===== config.mk =====
export PLATFORM = sky130hd
export DESIGN_NAME = video_frame_ctrl
export DESIGN_NICKNAME = d
export VERILOG_FILES = /design/src/rtl/video_frame_ctrl.sv
export SDC_FILE = /design/constraint.sdc
export NUM_CORES = 1
export LEC_CHECK = 0
export ABC_AREA = 1
export CAP_MARGIN = 30
export CORE_ASPECT_RATIO = 1.1
export CORE_MARGIN = 2
export CORE_UTILIZATION = 35
export DETAILED_ROUTE_END_ITERATION = 6
export DONT_BUFFER_PORTS = 1
export PLACE_DENSITY_LB_ADDON = 0.25
export SYNTH_ARGS = -nofsm -noshare
export SYNTH_HDL_FRONTEND = slang
export SYNTH_SLANG_ARGS = --single-unit
export TNS_END_PERCENT = 20

===== constraint.sdc =====
create_clock -name clk -period 2.7 [get_ports clk]
set_clock_uncertainty 0.15 [all_clocks]
set_input_delay 0.54 -clock clk [delete_from_list [all_inputs] [get_ports clk]]
set_output_delay 0.54 -clock clk [all_outputs]
set_load 0.02 [all_outputs]

===== src/rtl/video_frame_ctrl.sv =====
// CPU IO register block for the compositor: decodes display control writes into
// shadow registers, commits them on the vsync falling edge, and drives the vblank stall.
module video_frame_ctrl #(
  parameter logic [7:0] IO_BASE = 8'h20,
  parameter int         FRAME_W = 8
) (
  input  logic               clk,
  input  logic               reset,
  input  logic               io_in,
  input  logic [15:0]        io_address_in,
  input  logic [7:0]         io_data_in,
  input  logic               vga_v_sync,
  output logic               show_scan_lines,
  output logic               background_enable,
  output logic               foreground_enable,
  output logic               spr_enable,
  output logic               spr2_enable,
  output logic               screen_enable,
  output logic [9:0]         scroll_x,
  output logic [8:0]         scroll_y,
  output logic               cpuwait,
  output logic [FRAME_W-1:0] frame_count,
  output logic               pending
);

  typedef struct packed {
    logic       screen;
    logic       spr2;
    logic       spr;
    logic       fg;
    logic       bg;
    logic       scan;
    logic [9:0] sx;
    logic [8:0] sy;
  } disp_t;

  localparam disp_t DISP_RST = '{screen: 1'b1, spr2: 1'b1, spr: 1'b1, fg: 1'b1,
                                 bg: 1'b1, scan: 1'b0, sx: 10'd0, sy: 9'd0};

  // Merge one register-byte write into a display set; other offsets leave it untouched.
  function automatic disp_t apply_wr(input disp_t base, input logic [7:0] off,
                                     input logic [7:0] d);
    disp_t r;
    r = base;
    case (off)
      8'd0: begin
        r.scan   = d[0];
        r.bg     = d[1];
        r.fg     = d[2];
        r.spr    = d[3];
        r.spr2   = d[4];
        r.screen = d[7];
      end
      8'd1: r.sx[7:0] = d;
      8'd2: begin
        r.sx[9:8] = d[1:0];
        r.sy[8]   = d[4];
      end
      8'd3: r.sy[7:0] = d;
      default: r = base;
    endcase
    return r;
  endfunction

  disp_t              shadow_r, active_r;
  disp_t              shadow_nxt_s, active_nxt_s, commit_base_s;
  logic               ack_r, vs_prev_r, imm_r, pend_r, wait_r;
  logic               pend_nxt_s, wait_nxt_s, imm_nxt_s;
  logic [FRAME_W-1:0] fc_r;
  logic [7:0]         off_s;
  logic               wr_s, event_s, shadow_wr_s, wait_wr_s, mode_wr_s;
  logic               unused_addr_s;

  assign unused_addr_s = ^io_address_in[15:8];

  // Write decode, commit detection and next-state selection.
  always_comb begin
    off_s         = io_address_in[7:0] - IO_BASE;
    wr_s          = ~io_in & ~ack_r;
    event_s       = vs_prev_r & ~vga_v_sync;
    shadow_wr_s   = wr_s & (off_s < 8'd4);
    wait_wr_s     = wr_s & (off_s == 8'd4);
    mode_wr_s     = wr_s & (off_s == 8'd5);
    commit_base_s = event_s ? shadow_r : active_r;

    if (shadow_wr_s) shadow_nxt_s = apply_wr(shadow_r, off_s, io_data_in);
    else             shadow_nxt_s = shadow_r;

    // Immediate writes land on top of whatever this edge commits.
    if (shadow_wr_s && imm_r) active_nxt_s = apply_wr(commit_base_s, off_s, io_data_in);
    else                      active_nxt_s = commit_base_s;

    if (shadow_wr_s && !imm_r) pend_nxt_s = 1'b1;
    else if (event_s)          pend_nxt_s = 1'b0;
    else                       pend_nxt_s = pend_r;

    // A WAITVB write on a commit edge arms for the following frame.
    if (wait_wr_s && !wait_r) wait_nxt_s = 1'b1;
    else if (event_s)         wait_nxt_s = 1'b0;
    else                      wait_nxt_s = wait_r;

    if (mode_wr_s) imm_nxt_s = io_data_in[0];
    else           imm_nxt_s = imm_r;
  end

  // State registers; the ack flag tracks io_in even through reset so a held strobe is not replayed.
  always_ff @(posedge clk) begin
    ack_r <= ~io_in;
    if (reset) begin
      shadow_r  <= DISP_RST;
      active_r  <= DISP_RST;
      vs_prev_r <= 1'b1;
      imm_r     <= 1'b0;
      pend_r    <= 1'b0;
      wait_r    <= 1'b0;
      fc_r      <= '0;
    end else begin
      shadow_r  <= shadow_nxt_s;
      active_r  <= active_nxt_s;
      vs_prev_r <= vga_v_sync;
      imm_r     <= imm_nxt_s;
      pend_r    <= pend_nxt_s;
      wait_r    <= wait_nxt_s;
      if (event_s) fc_r <= fc_r + FRAME_W'(1);
      else         fc_r <= fc_r;
    end
  end

  assign show_scan_lines   = active_r.scan;
  assign background_enable = active_r.bg;
  assign foreground_enable = active_r.fg;
  assign spr_enable        = active_r.spr;
  assign spr2_enable       = active_r.spr2;
  assign screen_enable     = active_r.screen;
  assign scroll_x          = active_r.sx;
  assign scroll_y          = active_r.sy;
  assign cpuwait           = wait_r;
  assign frame_count       = fc_r;
  assign pending           = pend_r;

endmodule


==> results of run 1 <==
[through the flow]
stage	worst slack, ps	util (%)	cells
6_report	932.6	39.11	574
3_3_place_gp	617.2	37.39	560
5_1_grt	799.3	39.11	574
3_5_place_dp	598.8	37.39	560
2_1_floorplan	741.4	-	462
4_1_cts	927.5	39.11	574
[where the power goes]
group	switching, mW	internal (mW)
sequential	0.0174	0.939
combinational	0.0612	0.0288
clock	0.348	0.321
total	0.426	1.29
[cells in the final DEF, fill, tap and decap left out, types with 2 or more instances in the layout]
cell,count
nor2_2,3
nor3_1,4
nor2_4,3
ha_1,2
clkinv_2,3
o211ai_1,5
clkbuf_1,3
inv_1,41
nand2_2,5
nand2_1,162
buf_4,10
o21ai_0,23
clkbuf_8,9
nor2_1,46
nand4_1,3
dfxtp_1,63
a21oi_1,30
nand3_1,39
[layout make-up]
type	count	area (um2)
timing repair buffer	10	75.07
sequential	63	1261
multi-input combinational	334	1526
inverter	42	158.9
fill	888	5146
tap	111	138.9
clock inverter	2	10.01
clock buffer	12	135.1
[state kept, by name, summed over array words and instances (netlist names)]
name               count
shadow_r              25
screen_enable          1
imm_r                  1
spr2_enable            1
spr_enable             1
scroll_y               9
background_enable      1
scroll_x              10
vs_prev_r              1
ack_r                  1
cpuwait                1
frame_count            8
foreground_enable      1
pending                1
show_scan_lines        1
[per-layer routing]
layer  part of all wire [%]  vias up
li1                       -     1457
met1                     44     1266
met2                     48       67
met3                    6.4       13
met4                    1.7        0
met5                      0        -
[critical path, cell delays in order]
cell and delay, ps:
inv_1 20, ha_1 290, nand2_2 90, nor2_8 130
nand3_4 110, nor2_4 240, inv_1 210, nor2_1 150
nor2_1 60
[worst max-delay path by stage]
stage / slack (ps) / from / endpoint / depth (start not counted)
after floorplan: 740 / io_address_in[5] / shadow_r[1] / 10
after CTS: 930 / io_address_in[5] / shadow_r[14] / 9
after detailed placement: 600 / io_address_in[5] / spr_enable / 9
after global placement: 620 / io_address_in[5] / shadow_r[10] / 9
after global routing: 800 / io_address_in[5] / shadow_r[17] / 8
final: 930 / io_address_in[5] / shadow_r[14] / 9
[cell families (layout without fill, tap and decap cells)]
kind of cell	Yosys count	after routing	share of synthesized area, %
and+or+nand+nor	271	271	38.30
buffers and inverters	65	66	9.135
DFF	63	63	41.11
AOI/OAI and AO/OA	60	60	10.32
adders and majority gates	2	2	0.8155
muxes	1	1	0.3263
==> impl_metrics.tcl, run 1 <==
set metrics [dict create \
    synth_most_common_cell "nand2_1" \
    io_pins 63 \
    cp_data_arrival_time_ps 1850 \
    grt_util_met1_pct 20.54 \
    synthFlopType "dfxtp_1" \
    clock_path_buffers 2 \
    yosys-top-cells-count "nand2_1 (162), dfxtp_1 (63), nor2_1 (46)" \
    core.rowCount 35 \
    hp-class "input pin to register" \
    cts-root-buf "clkbuf_8" \
    min_to "ack_r" \
    required_ps 2780 \
    syn_nets 492 \
    slew_headroom_pct 70.64 \
    synth_top_area_share_pct 41.11 \
    netlist_area_um2 3068 \
    r2r_setup_slack_ps 1030 \
    top_usage_layer "met2" \
    drc 0 \
    grt_pass1_wl_mm 12.90 \
    vias 2803 \
    gp_congestion 0.8084 \
    die_h_um 102.2 \
    grt_pass1_vias 2733 \
    drt_pass1_iterations 4 \
    fin_setup_tns_ps 0 \
    syn_to_final_growth_pct 7.749 \
    setup_viol 0 \
    p_per_area_nw_per_um2 518.7 \
    ff2ff_path_depth 5 \
    p_leak_nw 1.475 \
    status "finished, final reports clean" \
    io_buffers 0 \
    syn_area_per_cell_um2 6.641 \
    cp-start-kind "input pin" \
    regToRegStartpoint "imm_r" \
    cts_hold_buf 0 \
    dpl.hpwl_mm 5.373 \
    cts_resized 0 \
    ant_nets 0 \
    irDropWorstVdd_v 0.0001763 \
    critPathMaxFanout 10 \
    viasPerCell 4.883 \
    hold_viol_final 0 \
    synth_area_leaders "dfxtp_1 (41%), nand2_1 (20%), nand3_1 (6.4%)" \
    grt_max_degree 26 \
    dpl_cell_area_um2 3161 \
    clk_latency_ps 340 \
    rr_endpoint "scroll_y[4]" \
    antenna_cells 0 \
    path_class "input pin to register" \
    drt_iter0_markers 182 \
    cts_setup_buffers 0 \
    core-area_um2 8452 \
    die_w_um 93.27 \
    worstSetupEndpointType "register" \
    hold_path_startpoint "io_in" \
    p_total_mw 1.715 \
    fin_crit_ps 1767 \
    synth-edff-count 0 \
    synth_cells 462 \
    final_nets 490 \
    yosysWarningCount 0 \
    final_cell_area_um2 3306 \
    use_met2_pct 29.99 \
    yosys.area.top_type "dfxtp_1" \
    cts-htree-levels 3 \
    ys_types 29 \
    antenna_found_initial 0 \
    gr-total-overflow 0 \
    start_util_pct 36.30 \
    drv_slew 0 \
    grtUsageMet3_pct 4.499 \
    clk_pin_slew_ps 60 \
    whs_ps 103.5 \
    ys_seq_area_share_pct 41.11 \
    wirelength_mm 7.787 \
    drive_gt1_share_pct 8.207 \
    synth-seq-cells 63 \
    grt_setup_unrepaired "false" \
    min_path_cells 1 \
    cts_buffers 9 \
    max_clock_freq_mhz 565.8 \
    dieArea_um2 9531 \
    max_cap_viol_count 0 \
    avgRoutedWirePerCell_um 13.57 \
    clock-sinks 63 \
    period_share_pct 65.46 \
    ys_async_sr_fraction_pct 0 \
    cts_tree "done" \
    worstMarginPinSlew_ps 439.8 \
    grt.total_usage_pct 17.58 \
]
Power figures use the tool's default switching activity.
==> inputs of run 2 (changes only) <==
clock period = 1.43 ns   (was 2.7 ns; I/O delays follow)
==> run 2 against run 1 <==
  * The run now ends with setup timing left
  * Highest routed layer unchanged
  * Worst setup slack got worse by 940 ps
  * Largest cell class unchanged
  * Register-to-register slack got worse by 1000 ps
  * Global-route usage rose by 0.53 points
  * Critical path depth rose by 2
  * Via count rose by 8.1%
==> impl_metrics.tcl, run 2 (synthesis results as in run 1) <==
set metrics [dict create \
    status "finished, violations left" \
    violations "setup timing" \
    cts-root-buf "clkbuf_8" \
    min_path_cells 2 \
    p_int_mw 2.790 \
    hp-class "input pin to register" \
    worstMarginPinSlew_ps 303.8 \
    whs_ps 7.373 \
    fin_setup_tns_ps -4.983 \
    max_clock_freq_mhz 696.9 \
    worstSetupEndpointType "register" \
    start_util_pct 36.30 \
    io_pins 63 \
    drc 0 \
    seq_power_share_pct 48.8 \
    fin_crit_ps 1435 \
    grt_setup_unrepaired "true" \
    antenna_found_initial 0 \
    die_h_um 102.2 \
    antenna_cells 0 \
    period_share_pct 100.3 \
    irDropWorstVdd_v 0.0004696 \
    critPathMaxFanout 8 \
    cp_data_arrival_time_ps 1520 \
    fillerInstances 831 \
    pre_cts_slack_ps -305.0 \
    p_per_area_nw_per_um2 909.7 \
    path_class "input pin to register" \
    core-area_um2 8452 \
    gr-total-overflow 0 \
    die_w_um 93.27 \
    p_comb_share_pct 8.3 \
    io_buffers 0 \
    final_nets 551 \
    layout_setup_ws_ps -4.983 \
    cp-start-kind "input pin" \
    drive_gt1_share_pct 20.76 \
    largest_reg_flops 25 \
    hold_viol_final 0 \
    final_cell_mix "nand2_1 (161), dfxtp_1 (62), buf_4 (48)" \
    grt_pass1_vias 2857 \
    syn_to_final_growth_pct 31.73 \
    cp_top_family "simple AND/OR/NAND/NOR gates" \
    wirelength_mm 8.347 \
    viasPerCell 4.766 \
    dpl.hpwl_mm 5.521 \
    vias 3031 \
    max_cap_viol_count 0 \
    drv_slew 0 \
    clkPwrFrac_pct 42.9 \
    drt_iter0_markers 121 \
    final_common_cell "nand2_1" \
    drt_pass1_iterations 4 \
    cp_slowest_stage_delay_ps 260 \
    clock-sinks 63 \
    cp_slowest_cell "ha_4" \
    ant_nets 0 \
    clock_path_buffers 2 \
    ff2ff_path_depth 7 \
    grt.total_usage_pct 18.11 \
    clk_latency_ps 340 \
    gp_congestion 0.8459 \
    crit_chain "inv_8, ha_4, nand2_4, nor2_8, nand3_4, buf_12, nor2_4, buf_4, nand2_4, nor2_1, nor2_1" \
    final_cell_area_um2 4041 \
    setup_viol 1 \
    critPathBufInv 3 \
    dpl_cell_area_um2 3536 \
    cts_buffers 9 \
    top_register "shadow_r" \
    grt_pass1_wl_mm 13.43 \
    slew_headroom_pct 79.68 \
    p_leak_nw 1.860 \
    clk_pin_slew_ps 60 \
    dieArea_um2 9531 \
    cts_tree "done" \
    p_total_mw 3.677 \
    cts-htree-levels 3 \
    grt_max_degree 26 \
    cp.depth 11 \
    core.rowCount 35 \
    required_ps 1520 \
    avgRoutedWirePerCell_um 13.12 \
    p_switching_uw 886.8 \
    sw_frac_of_total_pct 24.12 \
]
==> run 2: cell types whose count changed in the layout (fill, tap and decap cells not counted), sizes merged <==
cell	delta
nand2	+1
bufinv	+1
clkinvlp	+1
dlygate4sd3	+11
buf	+49
clkinv	-1
==> run 2: worst paths after layout <==
check | endpoint | slack (ps) | from
min | shadow_r[18] | 7 | io_data_in[1]
max | scroll_x[0] | -5 | io_address_in[5]
min reg2reg | shadow_r[8] | 310 | shadow_r[8]
max reg2reg | scroll_x[0] | -5 | ack_r
==> run 2: routing by layer <==
layer	track usage (%)	vias to the layer above	share of wire, %
li1	-	1574	-
met1	22.20	1367	43
met2	29.88	78	48
met3	4.130	12	7.1
met4	9.276	0	1.9
met5	0	-	0
==> run 2: what timing repair did <==
item                       in CTS  in global routing
setup endpoints to repair      26                 44
hold endpoints to repair       53                 24
resized for setup               3                 29
buffers inserted                0                  6
gates cloned                    0                  2
pin swaps                       1                  4
hold buffers                   11                  1
==> run 2: cell type report <==
cell class                 instances  area [um2]  area share, %
multi-input combinational        335        1635          40.46
tap                              111       138.9          3.437
inverter                          42       171.4          4.241
sequential                        63        1262          31.24
timing repair buffer              70       635.6          15.73
clock inverter                     3       42.54          1.053
clock buffer                      12       155.1          3.839
==> run 2: worst register-to-register path, cell delays in order (launching register included) <==
cell and delay, ps:
dfxtp_2 330, nor2_4 170, nand3_2 130, nor2_4 150, buf_4 150, nand2_4 90
nor2_1 120, nor2_1 40
==> run 2: metrics by stage <==
stage / std cells / utilization, %
after CTS: 627 / 45.58
after detailed placement: 601 / 41.84
after floorplan: 462 / -
after global placement: 601 / 41.84
after global routing: 636 / 47.82
final: 636 / 47.82
==> run 2: power groups by stage <==
stage          Combinational (mW)  Sequential [mW]  Clock [mW]
2_1_floorplan               0.164             1.84           0
3_3_place_gp                0.221             1.84           0
3_5_place_dp                0.224             1.84           0
4_1_cts                     0.271             1.80        1.61
5_1_grt                     0.337             1.80        1.69
6_report                    0.306             1.80        1.58
